## config.mk

```make
export PLATFORM = sky130hd
export DESIGN_NAME = native_axil_initiator
export DESIGN_NICKNAME = d
export VERILOG_FILES = /design/src/rtl/native_axil_pkg.sv /design/src/rtl/axil_watchdog.sv /design/src/rtl/native_axil_initiator.sv
export SDC_FILE = /design/constraint.sdc
export NUM_CORES = 1
export LEC_CHECK = 0
export CAP_MARGIN = 5
export CORE_ASPECT_RATIO = 1.75
export CORE_MARGIN = 3
export CORE_UTILIZATION = 40
export DETAILED_ROUTE_END_ITERATION = 7
export PLACE_DENSITY = 0.86
export SLEW_MARGIN = 20
export SYNTH_ARGS = -nofsm -noshare
export SYNTH_HDL_FRONTEND = slang
export SYNTH_SLANG_ARGS = --single-unit
```

## constraint.sdc

```tcl
create_clock -name clk -period 2 [get_ports clk]
set_input_delay 0.3 -clock clk [delete_from_list [all_inputs] [get_ports clk]]
set_output_delay 0.3 -clock clk [all_outputs]
set_load 0.01 [all_outputs]
```

## src/rtl/native_axil_pkg.sv

```systemverilog
// native_axil_pkg
//   Shared definitions for the native-to-AXI4-Lite initiator:
//   FSM state encoding, AXI protection codes and the default watchdog limit.
//   No ports (package).
package native_axil_pkg;

    typedef enum logic [2:0] {
        IDLE,
        RD_ADDR,
        RD_DATA,
        WR_REQ,
        WR_RESP,
        DONE
    } state_t;

    localparam logic [2:0] PROT_DATA = 3'b000;
    localparam logic [2:0] PROT_INSN = 3'b100;

    localparam int unsigned TIMEOUT_CYCLES_DEFAULT = 1024;

endpackage

```

## src/rtl/axil_watchdog.sv

```systemverilog
// axil_watchdog
//   Saturating stall counter with a sticky expiry flag.
//   Ports:
//     clk     in   system clock, rising edge
//     resetn  in   asynchronous active-low reset
//     enable  in   count this cycle
//     clear   in   return counter to zero (wins over enable)
//     expired out  sticky flag, set when the counter reaches LIMIT
//   LIMIT = 0 disables the watchdog entirely.
module axil_watchdog #(
    parameter int unsigned LIMIT = 1024
) (
    input  logic clk,
    input  logic resetn,
    input  logic enable,
    input  logic clear,
    output logic expired
);

    localparam int unsigned CW   = (LIMIT == 0) ? 1 : $clog2(LIMIT + 1);
    localparam logic [CW-1:0] MAXC = CW'(LIMIT);
    localparam bit ENABLED = (LIMIT != 0);

    logic [CW-1:0] count;

    always_ff @(posedge clk or negedge resetn) begin
        if (!resetn) begin
            count   <= '0;
            expired <= 1'b0;
        end else begin
            if (clear) begin
                count <= '0;
            end else if (enable && count != MAXC) begin
                count <= count + CW'(1);
            end
            // Flag rises on the same edge the counter lands on LIMIT.
            if (ENABLED && enable && !clear && count == MAXC - CW'(1)) begin
                expired <= 1'b1;
            end
        end
    end

endmodule

```

## src/rtl/native_axil_initiator.sv

```systemverilog
// native_axil_initiator
//   Bridges a native mem_valid/mem_ready request into a single-beat AXI4-Lite
//   read or write. One transaction outstanding at a time.
//   Ports:
//     clk, resetn            clock, asynchronous active-low reset
//     mem_valid/instr/addr/wdata/wstrb   native request (wstrb==0 -> read)
//     mem_ready, mem_rdata   one-cycle completion pulse and read data
//     mem_axi_aw*/w*/b*      AXI4-Lite write channels (initiator side)
//     mem_axi_ar*/r*         AXI4-Lite read channels (initiator side)
//     timeout_err            sticky watchdog flag for bus stalls
module native_axil_initiator
    import native_axil_pkg::*;
#(
    parameter int unsigned TIMEOUT_CYCLES = TIMEOUT_CYCLES_DEFAULT
) (
    input  logic        clk,
    input  logic        resetn,

    input  logic        mem_valid,
    input  logic        mem_instr,
    input  logic [31:0] mem_addr,
    input  logic [31:0] mem_wdata,
    input  logic [3:0]  mem_wstrb,
    output logic        mem_ready,
    output logic [31:0] mem_rdata,

    output logic        mem_axi_awvalid,
    input  logic        mem_axi_awready,
    output logic [31:0] mem_axi_awaddr,
    output logic [2:0]  mem_axi_awprot,

    output logic        mem_axi_wvalid,
    input  logic        mem_axi_wready,
    output logic [31:0] mem_axi_wdata,
    output logic [3:0]  mem_axi_wstrb,

    input  logic        mem_axi_bvalid,
    output logic        mem_axi_bready,

    output logic        mem_axi_arvalid,
    input  logic        mem_axi_arready,
    output logic [31:0] mem_axi_araddr,
    output logic [2:0]  mem_axi_arprot,

    input  logic        mem_axi_rvalid,
    output logic        mem_axi_rready,
    input  logic [31:0] mem_axi_rdata,

    output logic        timeout_err
);

    state_t      state;
    logic [31:0] addr_q;
    logic [31:0] wdata_q;
    logic [3:0]  wstrb_q;
    logic        instr_q;
    logic        aw_done;
    logic        w_done;

    logic ar_hs, r_hs, aw_hs, w_hs, b_hs;

    assign ar_hs = mem_axi_arvalid & mem_axi_arready;
    assign r_hs  = mem_axi_rvalid  & mem_axi_rready;
    assign aw_hs = mem_axi_awvalid & mem_axi_awready;
    assign w_hs  = mem_axi_wvalid  & mem_axi_wready;
    assign b_hs  = mem_axi_bvalid  & mem_axi_bready;

    // Payloads come straight from the request latch, so they are stable
    // for as long as any valid is held.
    assign mem_axi_awaddr = addr_q;
    assign mem_axi_araddr = addr_q;
    assign mem_axi_wdata  = wdata_q;
    assign mem_axi_wstrb  = wstrb_q;
    assign mem_axi_awprot = PROT_DATA;
    assign mem_axi_arprot = instr_q ? PROT_INSN : PROT_DATA;

    always_ff @(posedge clk or negedge resetn) begin
        if (!resetn) begin
            state           <= IDLE;
            addr_q          <= '0;
            wdata_q         <= '0;
            wstrb_q         <= '0;
            instr_q         <= 1'b0;
            aw_done         <= 1'b0;
            w_done          <= 1'b0;
            mem_ready       <= 1'b0;
            mem_rdata       <= '0;
            mem_axi_awvalid <= 1'b0;
            mem_axi_wvalid  <= 1'b0;
            mem_axi_bready  <= 1'b0;
            mem_axi_arvalid <= 1'b0;
            mem_axi_rready  <= 1'b0;
        end else begin
            mem_ready <= 1'b0;
            case (state)
                IDLE: begin
                    if (mem_valid) begin
                        addr_q  <= mem_addr;
                        wdata_q <= mem_wdata;
                        wstrb_q <= mem_wstrb;
                        instr_q <= mem_instr;
                        if (mem_wstrb == 4'b0000) begin
                            mem_axi_arvalid <= 1'b1;
                            state           <= RD_ADDR;
                        end else begin
                            mem_axi_awvalid <= 1'b1;
                            mem_axi_wvalid  <= 1'b1;
                            aw_done         <= 1'b0;
                            w_done          <= 1'b0;
                            state           <= WR_REQ;
                        end
                    end
                end
                RD_ADDR: begin
                    if (ar_hs) begin
                        mem_axi_arvalid <= 1'b0;
                        mem_axi_rready  <= 1'b1;
                        state           <= RD_DATA;
                    end
                end
                RD_DATA: begin
                    if (r_hs) begin
                        mem_rdata      <= mem_axi_rdata;
                        mem_axi_rready <= 1'b0;
                        mem_ready      <= 1'b1;
                        state          <= DONE;
                    end
                end
                WR_REQ: begin
                    if (aw_hs) begin
                        mem_axi_awvalid <= 1'b0;
                        aw_done         <= 1'b1;
                    end
                    if (w_hs) begin
                        mem_axi_wvalid <= 1'b0;
                        w_done         <= 1'b1;
                    end
                    // Include this cycle's handshakes so a simultaneous or
                    // late-arriving pair advances without an extra cycle.
                    if ((aw_done || aw_hs) && (w_done || w_hs)) begin
                        mem_axi_bready <= 1'b1;
                        state          <= WR_RESP;
                    end
                end
                WR_RESP: begin
                    if (b_hs) begin
                        mem_axi_bready <= 1'b0;
                        mem_ready      <= 1'b1;
                        state          <= DONE;
                    end
                end
                DONE: begin
                    // mem_ready is high during this state; IDLE does not
                    // sample mem_valid until the following edge.
                    state <= IDLE;
                end
                default: begin
                    state <= IDLE;
                end
            endcase
        end
    end

    logic wd_enable;
    logic wd_clear;

    assign wd_enable = (state != IDLE) && (state != DONE);
    assign wd_clear  = (state == IDLE) | ar_hs | r_hs | aw_hs | w_hs | b_hs;

    axil_watchdog #(
        .LIMIT (TIMEOUT_CYCLES)
    ) u_watchdog (
        .clk     (clk),
        .resetn  (resetn),
        .enable  (wd_enable),
        .clear   (wd_clear),
        .expired (timeout_err)
    );

endmodule

```

== Word level (Yosys, flattened, before mapping) ==
Cells that the tools add are included.

* Add/subtract/negate cells: 1
* Eq/ne operators: 16
* Multiplexer cells: 35
* Bitwise logic cells: 10
* Reductions and logical operators: 24

{| class="wikitable"
|+ Operators with widths
! operator !! number
|-
| $mux 11 || 2
|-
| $mux 3 || 6
|-
| $ne 2x2->1 const B || 9
|-
| $mux 1 || 17
|-
| $pmux 1 s2 || 8
|-
| $pmux 3 s5 || 1
|-
| $reduce_and 4->1 || 3
|-
| $add 11x1->11 const B || 1
|-
| $eq 11x10->1 const B || 1
|-
| $ne 11x11->1 const B || 1
|-
| $reduce_bool 2->1 || 5
|-
| $eq 3x2->1 const B || 2
|-
| $reduce_and 3->1 || 2
|-
| $and 1x1->1 || 5
|-
| $logic_and 1x1->1 || 5
|-
| $or 1x1->1 || 5
|-
| $reduce_and 5->1 || 1
|-
| $logic_not 4->1 || 1
|-
| $reduce_and 2->1 || 2
|-
| $eq 3x1->1 const B || 1
|-
| $eq 3x3->1 const B || 1
|-
| $logic_not 3->1 || 1
|-
| $ne 3x3->1 const B || 1
|-
| $reduce_bool 3->1 || 1
|-
| 3 further kinds || 4
|}

* Register bits: 124
* Input bits: 109
* Output and inout port bits: 145
* Logic and storage cells: 102

== Depth between registers and ports, before layout ==
* Depth in word-level cells: 9
* Gate-level depth with buffers: 6
* Mapped depth without buffers: 5

== Hierarchy ==
From an unflattened synthesis, not the netlist that was laid out.

* Cells, all modules: 402
* Area total of the unflattened synthesis: 5,435.2 µm²

{| class="wikitable"
|+ Modules (own cells, without submodules)
! module !! times used !! cells an instance !! area an instance (µm²) !! sequential area each (µm²)
|-
| native_axil_initiator || 1 || 322 || 4,682.0 || 2,802.7
|-
| axil_watchdog || 1 || 80 || 753.2 || 300.3
|}

== Worst setup path before layout ==
OpenSTA, ideal clock, no wires.

* Path type: flip-flop to flip-flop
* From: reg state[0]
* To: reg mem_rdata[0]
* Library setup time: 128 ps
* Arrival: 1,481 ps
* Required time: 1,872 ps
* Slack: 392 ps
* Cell stages (with the launch flop): 5
* Buffers on the path: 2
* Period minus slack after synthesis: 1,608 ps
* Cells stage by stage: dfrtp_1 buf_2 nor3_4 buf_2 mux2_1

* Cells in the longest elaborated chain, start to end: 2

{| class="wikitable"
|+ Ends and longest elaborated chain
! element !! RTL line !! source
|-
| start: declaration || native_axil_initiator.sv:52 || <nowiki>state_t state;</nowiki>
|-
| start signal: assignment || native_axil_initiator.sv:79 || <nowiki>state <= IDLE;</nowiki>
|-
| start signal: assignment || native_axil_initiator.sv:104 || <nowiki>state <= RD_ADDR;</nowiki>
|-
| start signal: assignment || native_axil_initiator.sv:110 || <nowiki>state <= WR_REQ;</nowiki>
|-
| $eq 3x2->1 || native_axil_initiator.sv:95 || <nowiki>case (state)</nowiki>
|-
| $reduce_and 2->1 (no line) || -- ||
|-
| end signal: assignment || native_axil_initiator.sv:123 || <nowiki>mem_rdata <= mem_axi_rdata;</nowiki>
|-
| end: declaration || native_axil_initiator.sv:25 || <nowiki>output logic [31:0] mem_rdata,</nowiki>
|}

Every way passes these cells.
A chain may end at the register's enable or synchronous reset.

== Worst setup path after layout ==
* From: reg mem_axi_arvalid
* To: reg u_watchdog.count[0]

* Cells in the longest elaborated chain, start to end: 7
* Elaborated cells between the ends (all ways): 8
* Those cells by class: 1 x mux; 6 x bitwise; 1 x reduce/logical

{| class="wikitable"
|+ Ends and longest elaborated chain
! element !! RTL line !! source
|-
| start: declaration || native_axil_initiator.sv:40 || <nowiki>output logic mem_axi_arvalid,</nowiki>
|-
| start signal: assignment || native_axil_initiator.sv:91 || <nowiki>mem_axi_arvalid <= 1'b0;</nowiki>
|-
| start signal: assignment || native_axil_initiator.sv:103 || <nowiki>mem_axi_arvalid <= 1'b1;</nowiki>
|-
| start signal: assignment || native_axil_initiator.sv:116 || <nowiki>mem_axi_arvalid <= 1'b0;</nowiki>
|-
| $and 1x1->1 (*) || native_axil_initiator.sv:62 || <nowiki>assign ar_hs = mem_axi_arvalid & mem_axi_arready;</nowiki>
|-
| $or 1x1->1 (*) (5 in a row) || native_axil_initiator.sv:168 || <nowiki>assign wd_clear = (state == IDLE) | ar_hs | r_hs | aw_hs | w_hs | b_hs;</nowiki>
|-
| $mux 11 / $reduce_bool 2->1 (equally long branches) || -- ||
|-
| end signal: assignment || axil_watchdog.sv:34 || <nowiki>count <= count + CW'(1);</nowiki>
|-
| end: declaration || axil_watchdog.sv:24 || <nowiki>logic [CW-1:0] count;</nowiki>
|}

Mark *: on every way between the ends. The rest lies on a longest branch, timed or not.

==> run metrics <==
starting density of the core 0.4103; worst vdd ir 930.3 uV; cts hold-fix bufs 0; CP max FO 6; M2 GR Usage 0.3428; final wirelength 14340 um; Max-Cap Viols 0; Area after DPL 0.007790 mm^2; Max Root-Sink Buffers 2; DRT Pass-1 Iters 7; final-report setup violation count 0; Fmax 554.0 MHz; Mapped Avg Cell Area 13.48 um^2; fillers 929; CTS tree built; register area share after synthesis 0.5815; number of port buffers 248; worst setup path endpoint u_watchdog.count[0]; DP Worst Slack -0.02692 ns; Final Skew 0.01005 ns; Hold Slack -0.04082 ns; reg-to-reg endpoint u_watchdog.count[0]; vias in the first global route 4238; post-DR vias/cell 4.976; RSZ-0062 raised after global routing false; DR DRC count 0; status complete, but fails checks; Die Y-Extent 158.8 um; Crit Path Class reg2reg; failing checks negative hold slack; mapped cell area 0.005336 mm^2; post-route setup slack 0.1948 ns; TNS Setup 0 ns; Async SR Flop Fraction 1.000; Slew @ Worst Pin 0.6667 ns; Gates resized, CTS repair 0; met3 usage 0.05261; mux share of post-synthesis cell area 0.2150; fin crit period 1.805 ns; setup slack, reg-to-reg 0.19 ns; register bit total from synthesis 124; area taken by flip-flops and latches 0.003103 mm^2; GRT overflow 0; initial DRC count 127; Synth warnings 0; HPWL Detailed 10780 um; fin area 0.008381 mm^2; Routability Congestion 0.8895; Tcrit/Tclk final 0.9026; Power Density 1618 mW/mm^2; main combinational cell family by area after synthesis multiplexers; clock tree sinks 124; xor/xnor cell area share of the yosys netlist 0.009613; simple-gate portion of the synthesized area 0.06049; Pleak 3.484 nW; total power 13.56 mW; Post-CTS Repair Setup Buffers 0; nets@finish 733; min-delay worst type in2async; Clk pin slew, worst setup/hold paths 0.06 ns; count of different cell masters after synthesis 50; Max-slew headroom 0.5555; core area 0.01301 mm^2; Setup crit end kind flip-flop; clk_lat worst skew 0.41 ns; site row count 55; first-pass GRT wire length 22510 um; Finished Core Util 0.6443; area occupied by multi-input gates 0.001849 mm^2; Final Max Slew Viols 0; Finished Layout Cells 807; placed cells 774; H-tree levels 4; Total GRT Usage 0.1958; total CTS buffers 17; Worst R2R Path Depth 4; CP startpoint mem_axi_arvalid; Critical Path AT 2.12 ns; Synth Area in Adders 0.004689; type of origin of the critical path flip-flop; I/O pin cnt 254; full die area 0.01482 mm^2; met1 Use GR 0.2097; most crowded layer after global routing met2; Die X 93.31 um; post-synthesis compound-gate area fraction 0.05229; Routed Antenna Nets 0; reg2reg start mem_axi_arvalid; commonest non-fill, non-tap cell in the layout clkdlybuf4s50_1; initial antenna violation count 2; routed length per placed instance 17.77 um; most frequent cells in the layout 247 x clkdlybuf4s50_1, 124 x dfrtp_1, 101 x mux2_1; EDFF count, synth 0; prevailing post-synth register cell dfrtp_1; largest net degree at the start of global routing 125; routed vias 4016; share of cells above drive strength 1 0.07402; Clk Tree Root Cell clkbuf_16; Critical Path RT 2.31 ns; endpoints failing hold 16; layout overhead on the synthesized area 57.05%; Syn Inst Count 396
-- flip-flops by register name (all words and copies together), names as in the netlist --
signal / count
mem_axi_bready: 1
mem_axi_araddr: 32
u_watchdog.expired: 1
mem_axi_arvalid: 1
state: 3
aw_done: 1
w_done: 1
instr_q: 1
mem_axi_rready: 1
u_watchdog.count: 11
mem_rdata: 32
mem_ready: 1
mem_axi_wvalid: 1
mem_axi_awvalid: 1
mem_axi_wdata: 32
mem_axi_wstrb: 4
-- worst min path at each step --
stage | endpoint | slack [ns] | depth (start not counted)
floorplan | aw_done | 0.004 | 0
CTS | mem_axi_araddr[27] | 0.02 | 2
global placement | mem_rdata[2] | 0.44 | 2
global route | mem_rdata[8] | 0.004 | 2
detailed placement | mem_axi_araddr[27] | 0.46 | 2
finish | mem_rdata[8] | -0.04 | 2
-- cells in the mapped netlist (3+ instances only) --
cell type | n | area share
buf_4 | 40 | 0.056
xor2_1 | 4 | 0.0066
mux2_1 | 101 | 0.21
dfrtp_1 | 124 | 0.58
o21ai_1 | 3 | 0.0028
inv_1 | 4 | 0.0028
nor2_1 | 14 | 0.0098
or3_1 | 5 | 0.0059
nand2_1 | 14 | 0.0098
nand3_1 | 6 | 0.0056
buf_2 | 11 | 0.010
nand2b_1 | 3 | 0.0035
o21ai_0 | 6 | 0.0056
a2bb2oi_1 | 3 | 0.0049
a21oi_1 | 10 | 0.0094
and3_1 | 4 | 0.0047
-- worst max-delay path, stage by stage (launching register included) --
cell	delay [ns]
dfrtp_1	0.44
a222oi_1	0.49
nand3_1	0.18
or4_1	0.54
o31ai_1	0.08
-- kinds of logic (layout without fill, tap and decap cells) --
kind of cell | count (synthesis) | in the layout
xor gates and xnor gates | 5 | 5
other | 1 | 6
and+or+nand+nor | 61 | 61
adders and majority gates | 2 | 2
DFF | 124 | 124
muxes | 102 | 102
AOI/OAI and AO/OA | 41 | 41
buffers and inverters | 60 | 295
-- power breakdown --
part	internal (mW)	switching (mW)
sequential	3.69	0.814
combinational	3.63	2.44
clock	1.85	1.13
total	9.17	4.39
-- per-layer routing --
metal	vias to the layer above	share of wire
li1	1813	-
met1	1965	0.35
met2	201	0.54
met3	35	0.073
met4	2	0.040
met5	-	0.00091
-- area by class of cell --
class                      count  share of cell area
antenna                        1           0.0002986
clock buffer                  21             0.05733
clock inverter                11             0.01284
inverter                       5            0.002239
multi-input combinational    216              0.2207
sequential                   124              0.3703
tap                          171             0.02553
timing repair buffer         258              0.3108
Note: power is estimated with default switching activity, not from simulation.
